### config.mk
export PLATFORM = sky130hd
export DESIGN_NAME = fpu_to_decimal
export DESIGN_NICKNAME = d
export VERILOG_FILES = /design/src/rtl/fpu_to_decimal.sv
export SDC_FILE = /design/constraint.sdc
export NUM_CORES = 1
export LEC_CHECK = 0
export CORE_MARGIN = 2
export CORE_UTILIZATION = 40
export DETAILED_ROUTE_END_ITERATION = 8
export GPL_ROUTABILITY_DRIVEN = 1
export PLACE_DENSITY = 0.59
export SYNTH_ARGS = -nofsm -noshare
export SYNTH_HDL_FRONTEND = slang
export SYNTH_SLANG_ARGS = --single-unit
### constraint.sdc
create_clock -name clk -period 3.5 [get_ports clk]
set_clock_uncertainty 0.05 [all_clocks]
set_input_delay 0.7 -clock clk [delete_from_list [all_inputs] [get_ports clk]]
set_output_delay 0.7 -clock clk [all_outputs]
set_load 0.02 [all_outputs]
### src/rtl/fpu_to_decimal.sv
// binary32 -> int32 converter with an iterative SHIFT_STEP-bit alignment shifter and valid/ready handshakes.
// Optional FTOI_ROUND_NEAREST_EN selects round-to-nearest-even instead of truncation toward zero.
module fpu_to_decimal #(
    parameter int SHIFT_STEP = 4
) (
    input  logic        clk,
    input  logic        rst,
    input  logic        in_valid,
    output logic        in_ready,
    input  logic [31:0] in_fp,
    output logic        out_valid,
    input  logic        out_ready,
    output logic [31:0] out_int,
    output logic        out_overflow,
    output logic        out_invalid,
    output logic        out_inexact,
    output logic        busy
);
    typedef enum logic [1:0] {IDLE, SHIFT, FIN, HOLD} state_t;

    localparam logic [4:0] STEP = 5'(SHIFT_STEP);

    state_t      state, state_nx;
    logic        sign_q, left_q, sticky_q;
    logic [4:0]  rem_q;
    logic [31:0] acc_q, res_q;
    logic        ovf_q, inv_q, inx_q;

    logic        s;
    logic [7:0]  e;
    logic [22:0] f;
    logic        is_nan, is_big, is_neg_min, is_small, is_special;
    logic [4:0]  n_init, k;
    logic [31:0] mag;

    assign s = in_fp[31];
    assign e = in_fp[30:23];
    assign f = in_fp[22:0];

    assign is_nan     = (e == 8'hFF) && (f != 23'd0);
    assign is_big     = (e >= 8'd158);
    assign is_neg_min = s && (e == 8'd158) && (f == 23'd0);
    assign is_small   = (e < 8'd127);
    assign is_special = is_nan || is_big || is_small;
    assign n_init     = (e >= 8'd150) ? 5'(e - 8'd150) : 5'(8'd150 - e);
    assign k          = (rem_q > STEP) ? STEP : rem_q;

`ifdef FTOI_ROUND_NEAREST_EN
    logic guard_q;
    assign mag = acc_q + {31'd0, guard_q & (sticky_q | acc_q[0])};
`else
    assign mag = acc_q;
`endif

    always_comb begin
        state_nx = state;
        case (state)
            IDLE:  if (in_valid) state_nx = is_special ? HOLD : ((n_init != 5'd0) ? SHIFT : FIN);
            SHIFT: if (rem_q <= STEP) state_nx = FIN;
            FIN:   state_nx = HOLD;
            HOLD:  if (out_ready) state_nx = IDLE;
            default: state_nx = IDLE;
        endcase
    end

    always_ff @(posedge clk or posedge rst) begin
        if (rst) state <= IDLE;
        else     state <= state_nx;
    end

    always_ff @(posedge clk or posedge rst) begin
        if (rst) begin
            sign_q   <= 1'b0;
            left_q   <= 1'b0;
            sticky_q <= 1'b0;
            rem_q    <= '0;
            acc_q    <= '0;
            res_q    <= '0;
            ovf_q    <= 1'b0;
            inv_q    <= 1'b0;
            inx_q    <= 1'b0;
`ifdef FTOI_ROUND_NEAREST_EN
            guard_q  <= 1'b0;
`endif
        end else begin
            case (state)
                IDLE: if (in_valid) begin
                    sign_q   <= s;
                    left_q   <= (e >= 8'd150);
                    rem_q    <= n_init;
                    acc_q    <= {8'd0, 1'b1, f};
                    sticky_q <= 1'b0;
`ifdef FTOI_ROUND_NEAREST_EN
                    guard_q  <= 1'b0;
`endif
                    res_q    <= '0;
                    ovf_q    <= 1'b0;
                    inv_q    <= 1'b0;
                    inx_q    <= 1'b0;
                    if (is_nan) begin
                        res_q <= 32'h8000_0000;
                        inv_q <= 1'b1;
                    end else if (is_big) begin
                        res_q <= s ? 32'h8000_0000 : 32'h7FFF_FFFF;
                        ovf_q <= !is_neg_min;
                    end else if (is_small) begin
`ifdef FTOI_ROUND_NEAREST_EN
                        // 0.5 < |x| < 1 rounds away to +-1; exactly 0.5 ties to even 0
                        if (e == 8'd126 && f != 23'd0) res_q <= s ? 32'hFFFF_FFFF : 32'h0000_0001;
`endif
                        inx_q <= (e != 8'd0) || (f != 23'd0);
                    end
                end
                SHIFT: begin
                    rem_q <= rem_q - k;
                    if (left_q) begin
                        acc_q <= acc_q << k;
                    end else begin
                        acc_q <= acc_q >> k;
`ifdef FTOI_ROUND_NEAREST_EN
                        // previous guard falls below the new guard bit, so it joins sticky
                        guard_q  <= acc_q[k - 5'd1];
                        sticky_q <= sticky_q | guard_q | (|(acc_q & ((32'd1 << (k - 5'd1)) - 32'd1)));
`else
                        sticky_q <= sticky_q | (|(acc_q & ((32'd1 << k) - 32'd1)));
`endif
                    end
                end
                FIN: begin
                    res_q <= sign_q ? (32'd0 - mag) : mag;
`ifdef FTOI_ROUND_NEAREST_EN
                    inx_q <= sticky_q | guard_q;
`else
                    inx_q <= sticky_q;
`endif
                    ovf_q <= 1'b0;
                    inv_q <= 1'b0;
                end
                default: ;
            endcase
        end
    end

    assign in_ready     = (state == IDLE);
    assign busy         = (state != IDLE);
    assign out_valid    = (state == HOLD);
    assign out_int      = out_valid ? res_q : 32'd0;
    assign out_overflow = out_valid & ovf_q;
    assign out_invalid  = out_valid & inv_q;
    assign out_inexact  = out_valid & inx_q;
endmodule

Word-level counts from Yosys, hierarchy flattened
Cells that the tools add are included. Widths: inputs -> output; s select.

Flip-flop bits (word level): 77. Output and inout bits: 38.

Add/subtract/negate cells: 5. Order comparisons: 5. Equality and inequality tests: 9. Shift operators: 3. Muxes and demuxes: 35. Bitwise gates (word level): 5. Reductions and logical operators: 21.

Operators with widths (count): $mux 32 (8); $pmux 32 s2 (2); $and 32x32->32 (1); $reduce_or 32->1 (1); $shl 1x5->32 const A (1); $shl 32x5->32 (1); $shr 32x5->32 (1); $sub 1x32->32 const A (1); $sub 32x1->32 const B (1); $logic_not 23->1 (1); $reduce_bool 23->1 (1); $eq 8x8->1 const B (2); $ge 8x8->1 const B (2); $mux 5 (3); $mux 1 (11); $mux 2 (5); $pmux 5 s2 (1); $lt 8x7->1 const B (1); $pmux 1 s2 (4); $pmux 2 s4 (1); $reduce_bool 8->1 (1); $ne 2x2->1 const B (3); $reduce_and 2->1 (3); $reduce_and 3->1 (2); other kinds (16) (25).

Longest topological paths before layout
Depth in word-level cells: 9. Mapped depth: 12.

Least setup slack after synthesis
Ideal clock, no wire load.

Path kind: register -> register. Start: register rem_q[4]. End: register sticky_q. Library setup time: 141 ps. Arrival: 2427 ps. Data required time: 3309 ps. Setup slack: 882 ps. Cell stages (with the launch flop): 11. Path buffers: 3. Clock period less this slack: 2618 ps. Cell sequence: dfrtp_1 clkbuf_1 nor4b_4 buf_2 buf_2 nand2_1 ha_1 inv_1 a221o_1 a211oi_1 a221oi_1.

Cells in the longest elaborated chain, start to end: 9.

RTL lines: start, declared (RTL line 25) `logic [4:0] rem_q;`; start signal, assigned (RTL line 90) `rem_q <= n_init;`; start signal, assigned (RTL line 115) `rem_q <= rem_q - k;`; $gt 5x3->1 (RTL line 46) `assign k = (rem_q > STEP) ? STEP : rem_q;`; $mux 5 * (RTL line 46); $shl 1x5->32 * (RTL line 125) `sticky_q <= sticky_q | (|(acc_q & ((32'd1 << k) - 32'd1)));`; $sub 32x1->32 * (RTL line 125); $and 32x32->32 * (RTL line 125); $reduce_or 32->1 * (RTL line 125); $or 1x1->1 * (RTL line 125); $mux 1 * (RTL line 116) `if (left_q) begin`; $pmux 1 s2 * (RTL line 86) `case (state)`; end signal, assigned (RTL line 125); end, declared (RTL line 24) `logic sign_q, left_q, sticky_q;`.

Mark *: on every way between the ends. The rest lies on a longest branch, timed or not. The select of a mux whose other input is x is not followed. A chain may end at the register's enable or synchronous reset.

Worst setup path in the final report
Start: register state[0]. End: output out_int[19].

Cells in the longest elaborated chain, start to end: 2.

RTL lines: start, declared (RTL line 23) `state_t state, state_nx;`; start signal, assigned (RTL line 68) `else state <= state_nx;`; $eq 2x2->1 (RTL line 146) `assign out_valid = (state == HOLD);`; $mux 32 (RTL line 147) `assign out_int = out_valid ? res_q : 32'd0;`; end, declared (RTL line 13) `output logic [31:0] out_int,`.

Every way passes these cells.

==> results.txt <==
- Flip-flop cell with the highest count after synthesis: dfrtp_1
* Relative slew margins: 28.0%
- Die boundary height: 136 µm
- Across the VDD grid, the largest voltage drop is ~0.5 mV.
- Pin slew with the least headroom to its limit: 1080 ps
- The total area inside the core boundary comes to 17200 µm².
* Most common cell after layout, fill and taps aside: nand2_1
- Clock tree synthesis selected as its root buffer the cell clkbuf_16.
- Largest net degree at the start of global routing: 45
- Number of input and output port buffers inserted: 73
* Number of global-route vias before repair: just under 7000
* Portion of the post-synthesis area used by sequential elements: between 20% and 30%
- For this configuration, the core starts out at a cell density of about two fifths.
- Clk pwr share: 13.3%
- Warnings from Yosys: 0
* Global routing usage summed across all routing layers: 27.2%
* Setup repair after global routing missed its margin: false
- No sink is reached through more buffers than the 2 on the longest clock path.
* Largest family of logic cells by synthesized area: compound AO/OA/AOI/OAI gates
- After legalization and detailed placement, the total HPWL measured 16900 µm.
- Clock-pin slew was measured on the worst setup and hold paths at 60 ps.
* Maximum clock frequency: 0.323 GHz
- Count of unique library cells instantiated by Yosys: 70
* Global-route wire length before repair: 39300 µm
- End-of-flow core utilization: 48.7%
* Post-Synthesis Cell Area: 6970 µm²
- Setup TNS after final layout: 0 ps
* Internal power: ~4.5 mW
- Number of instances in the synthesized netlist: slightly above 900
- Using the TritonRoute via totals, the vias-per-cell ratio works out to 6.24.
- Setup violations remaining at the end of the flow were counted as 0.
- H-tree Lvls: 3
* Count of cells resized by post-cts repair: 0
* Crit Path Category: flip-flop to output pin
- The run finished with clean final reports.
- The worst path in the final design needs a cycle of between 3000 and 4000 ps, including I/O delays and setup.
- Per report_power, the combinational group accounts for 62.9% of the total.
- Number of antenna-violating nets in the routed design: 0
- Synthesized-area fraction occupied by adder cells: 2.15%
- Synthesis-to-layout area growth: 19.9%
- The slowest stage of the critical path belongs to the cell ha_1.
- Multiplexer share of the synthesized area: 8.92%
* Period utilization: 88.3%
* Count of state elements after synthesis: 77
- The worst path meets setup with 409 ps of slack.
* Global routing met1 resource utilization: 39.0%
- TritonCTS clock tree: yes
- Of the total synthesized cell area, the portion taken by XOR and XNOR cells is under 10%.
- The final layout contains 998 nets.
- Power density over cell area: 1080 nW/µm²
- Final wirelength: 24600 µm
- The path class of the tightest hold or removal check is flip-flop to flip-flop.
- Inserted Diodes: 0
* Count of TritonRoute iterations in the first routing pass: 6
- The number of antenna violations at the first check in global routing came to 0.
- Post-Syn Nets: 965
- The kind of cell with the highest combined delay along the critical path is adder cells.
* DRC viols: 0
* Static power due to leakage: 3.16 nW
* Total setup buffers inserted after CTS: 0
* Reg power frac: roughly a quarter
* Number of flops mapped to enable cells by yosys: 0
* I/O Pins: 74
* MaxCap Viol Count: 0
- Most Used Layer, Global Route: met2
- Critical path, cell by cell: ha_1 -> and2_1 -> clkdlybuf4s50_1
- Worst hold slack after final layout: between 400 and 500 ps
- CP max FO: 37
- dfrtp_1 takes more of the synthesized area than any other cell.
- The die is 136 µm wide.
- Routed WL per cell: about 21 µm
- STA puts the critical path data required time at 2750 ps.
* Slew Viols, Final: 0
* Post-synthesis simple-gate area fraction: 24.0%
* Largest stage delay on the critical path: roughly 740 ps
* Area fraction in compound gates after synthesis: 27.1%
- Total congestion overflow: 0
- In this run, the number of DRC markers left after iteration 0 of detailed routing was ~1100.
* Sw Share: 49.6%
- In this run, CTS created clock tree buffers numbering 9.
* Share of post-route cells with drive strength above 1: between 9 and 10%
- Buffers and inverters on the worst path: 1
- For met2 alone, demand over resource in global routing was around 40%.
* Number of vias after detailed routing: 7359
- Summed over all nets, the switching power comes to 4.48 mW.
- The count of endpoints failing hold in the final timing report came to 0.
- Before CTS, the worst setup slack after placement is 346 ps.
* Total clock sinks: 77
- Row cnt: 48
* Post-synthesis async set-or-reset flop share: 100%
- Cts hold-fix bufs: 0
* Placer's final routability congestion estimate: 0.967
- Summed over its instances, the top area cell type makes up 27.6% of the synthesized netlist area.
* Worst setup SP type: flip-flop
- Cell types with the largest area share after synthesis: dfrtp_1 (28%), nand2_1 (7.3%), a21oi_1 (6.2%)
- Fraction of met3 tracks used by global routing: 5.44%
- WP data arrival: ~2300 ps
* Most frequent cells in the layout: nand2_1 (135), a21oi_1 (87), nor2_1 (86), dfrtp_1 (77), clkdlybuf4s50_1 (73)
* Die Area: 18500 µm²
- Averaged over all synthesized cells, the footprint is 7.61 µm².
* Worst setup EP type: output pin
- Clock Latency Late Sink: approximately 350 ps
-- metrics by stage --
step | instances | total power [mW] | instance area, µm²
detailed placement | 1164 | 7.71 | 7990
global placement | 1164 | 7.67 | 7990
CTS | 1180 | 8.93 | 8360
finish | 1180 | 9.02 | 8360
global route | 1180 | 9.68 | 8360
floorplan | 917 | 5.82 | 6970
-- worst reg2reg max path, delay by kind of cell, from the launching register on --
kind / cells / cell delay [ps]
simple gates: 3 / 1760
flops: 1 / 590
compound gates: 3 / 490
-- kinds of logic (layout without fill, tap and decap cells) --
family / count (synthesis) / in the layout
AND/OR/NAND/NOR: 354 / 354
AO/OA/AOI/OAI: 281 / 281
buffers and inverters: 111 / 149
flip-flops: 77 / 77
multiplexers: 50 / 50
XOR/XNOR: 31 / 31
adder cells (fa/ha/maj): 12 / 12
other: 1 / 1
-- cell usage after synthesis, types with 10 or more instances --
library cell	n
nand2_1	135
nor2_1	88
a21oi_1	87
clkbuf_1	78
dfrtp_1	77
o21ai_0	42
and2_1	40
mux2i_1	34
xnor2_1	29
a221oi_1	23
nand3_1	20
a31oi_1	17
inv_1	13
nor3_1	13
ha_1	12
o31ai_1	12
buf_2	10
nand2b_1	10
nor4_1	10
o22ai_1	10
-- cell type report --
type / instances / area, µm²
Fill cell: 1758 / 8810
Multi-Input combinational cell: 729 / 4620
Sequential cell: 77 / 1930
Timing Repair Buffer: 118 / 1110
Tap cell: 225 / 282
Clock buffer: 9 / 225
Clock inverter: 7 / 145
Inverter: 15 / 57.6
-- worst paths after layout --
check                               start          end  slack, ps  depth (start not counted)
worst max-delay path             state[0]  out_int[19]        410                          3
worst min-delay path                inx_q        inx_q        420                          2
worst max register to register  acc_q[22]    res_q[31]        540                          6
worst min register to register      inx_q        inx_q        420                          2
max in group asynchronous             rst     acc_q[0]       2070                          3
min in group asynchronous             rst        ovf_q        680                          2
-- power by group through the flow --
| stage | Sequential, mW | Clock [mW] | Combinational, mW |
|---|---|---|---|
| final | 2.14 | 1.20 | 5.68 |
| after global placement | 2.13 | 0 | 5.55 |
| after global routing | 2.22 | 1.25 | 6.21 |
| after detailed placement | 2.14 | 0 | 5.57 |
| after CTS | 2.12 | 1.21 | 5.60 |
| after floorplan | 1.56 | 0 | 4.27 |
-- routing by layer --
metal,wire [µm],up-vias
li1,-,3397
met1,10600,3419
met2,10500,464
met5,0,-
met3,2590,79
met4,863,0
-- state kept, by name (all words and copies together) (netlist names) --
signal / flops
sticky_q: 1
left_q: 1
sign_q: 1
rem_q: 5
state: 2
ovf_q: 1
inv_q: 1
inx_q: 1
res_q: 32
acc_q: 32
Note: power is estimated with default switching activity, not from simulation.
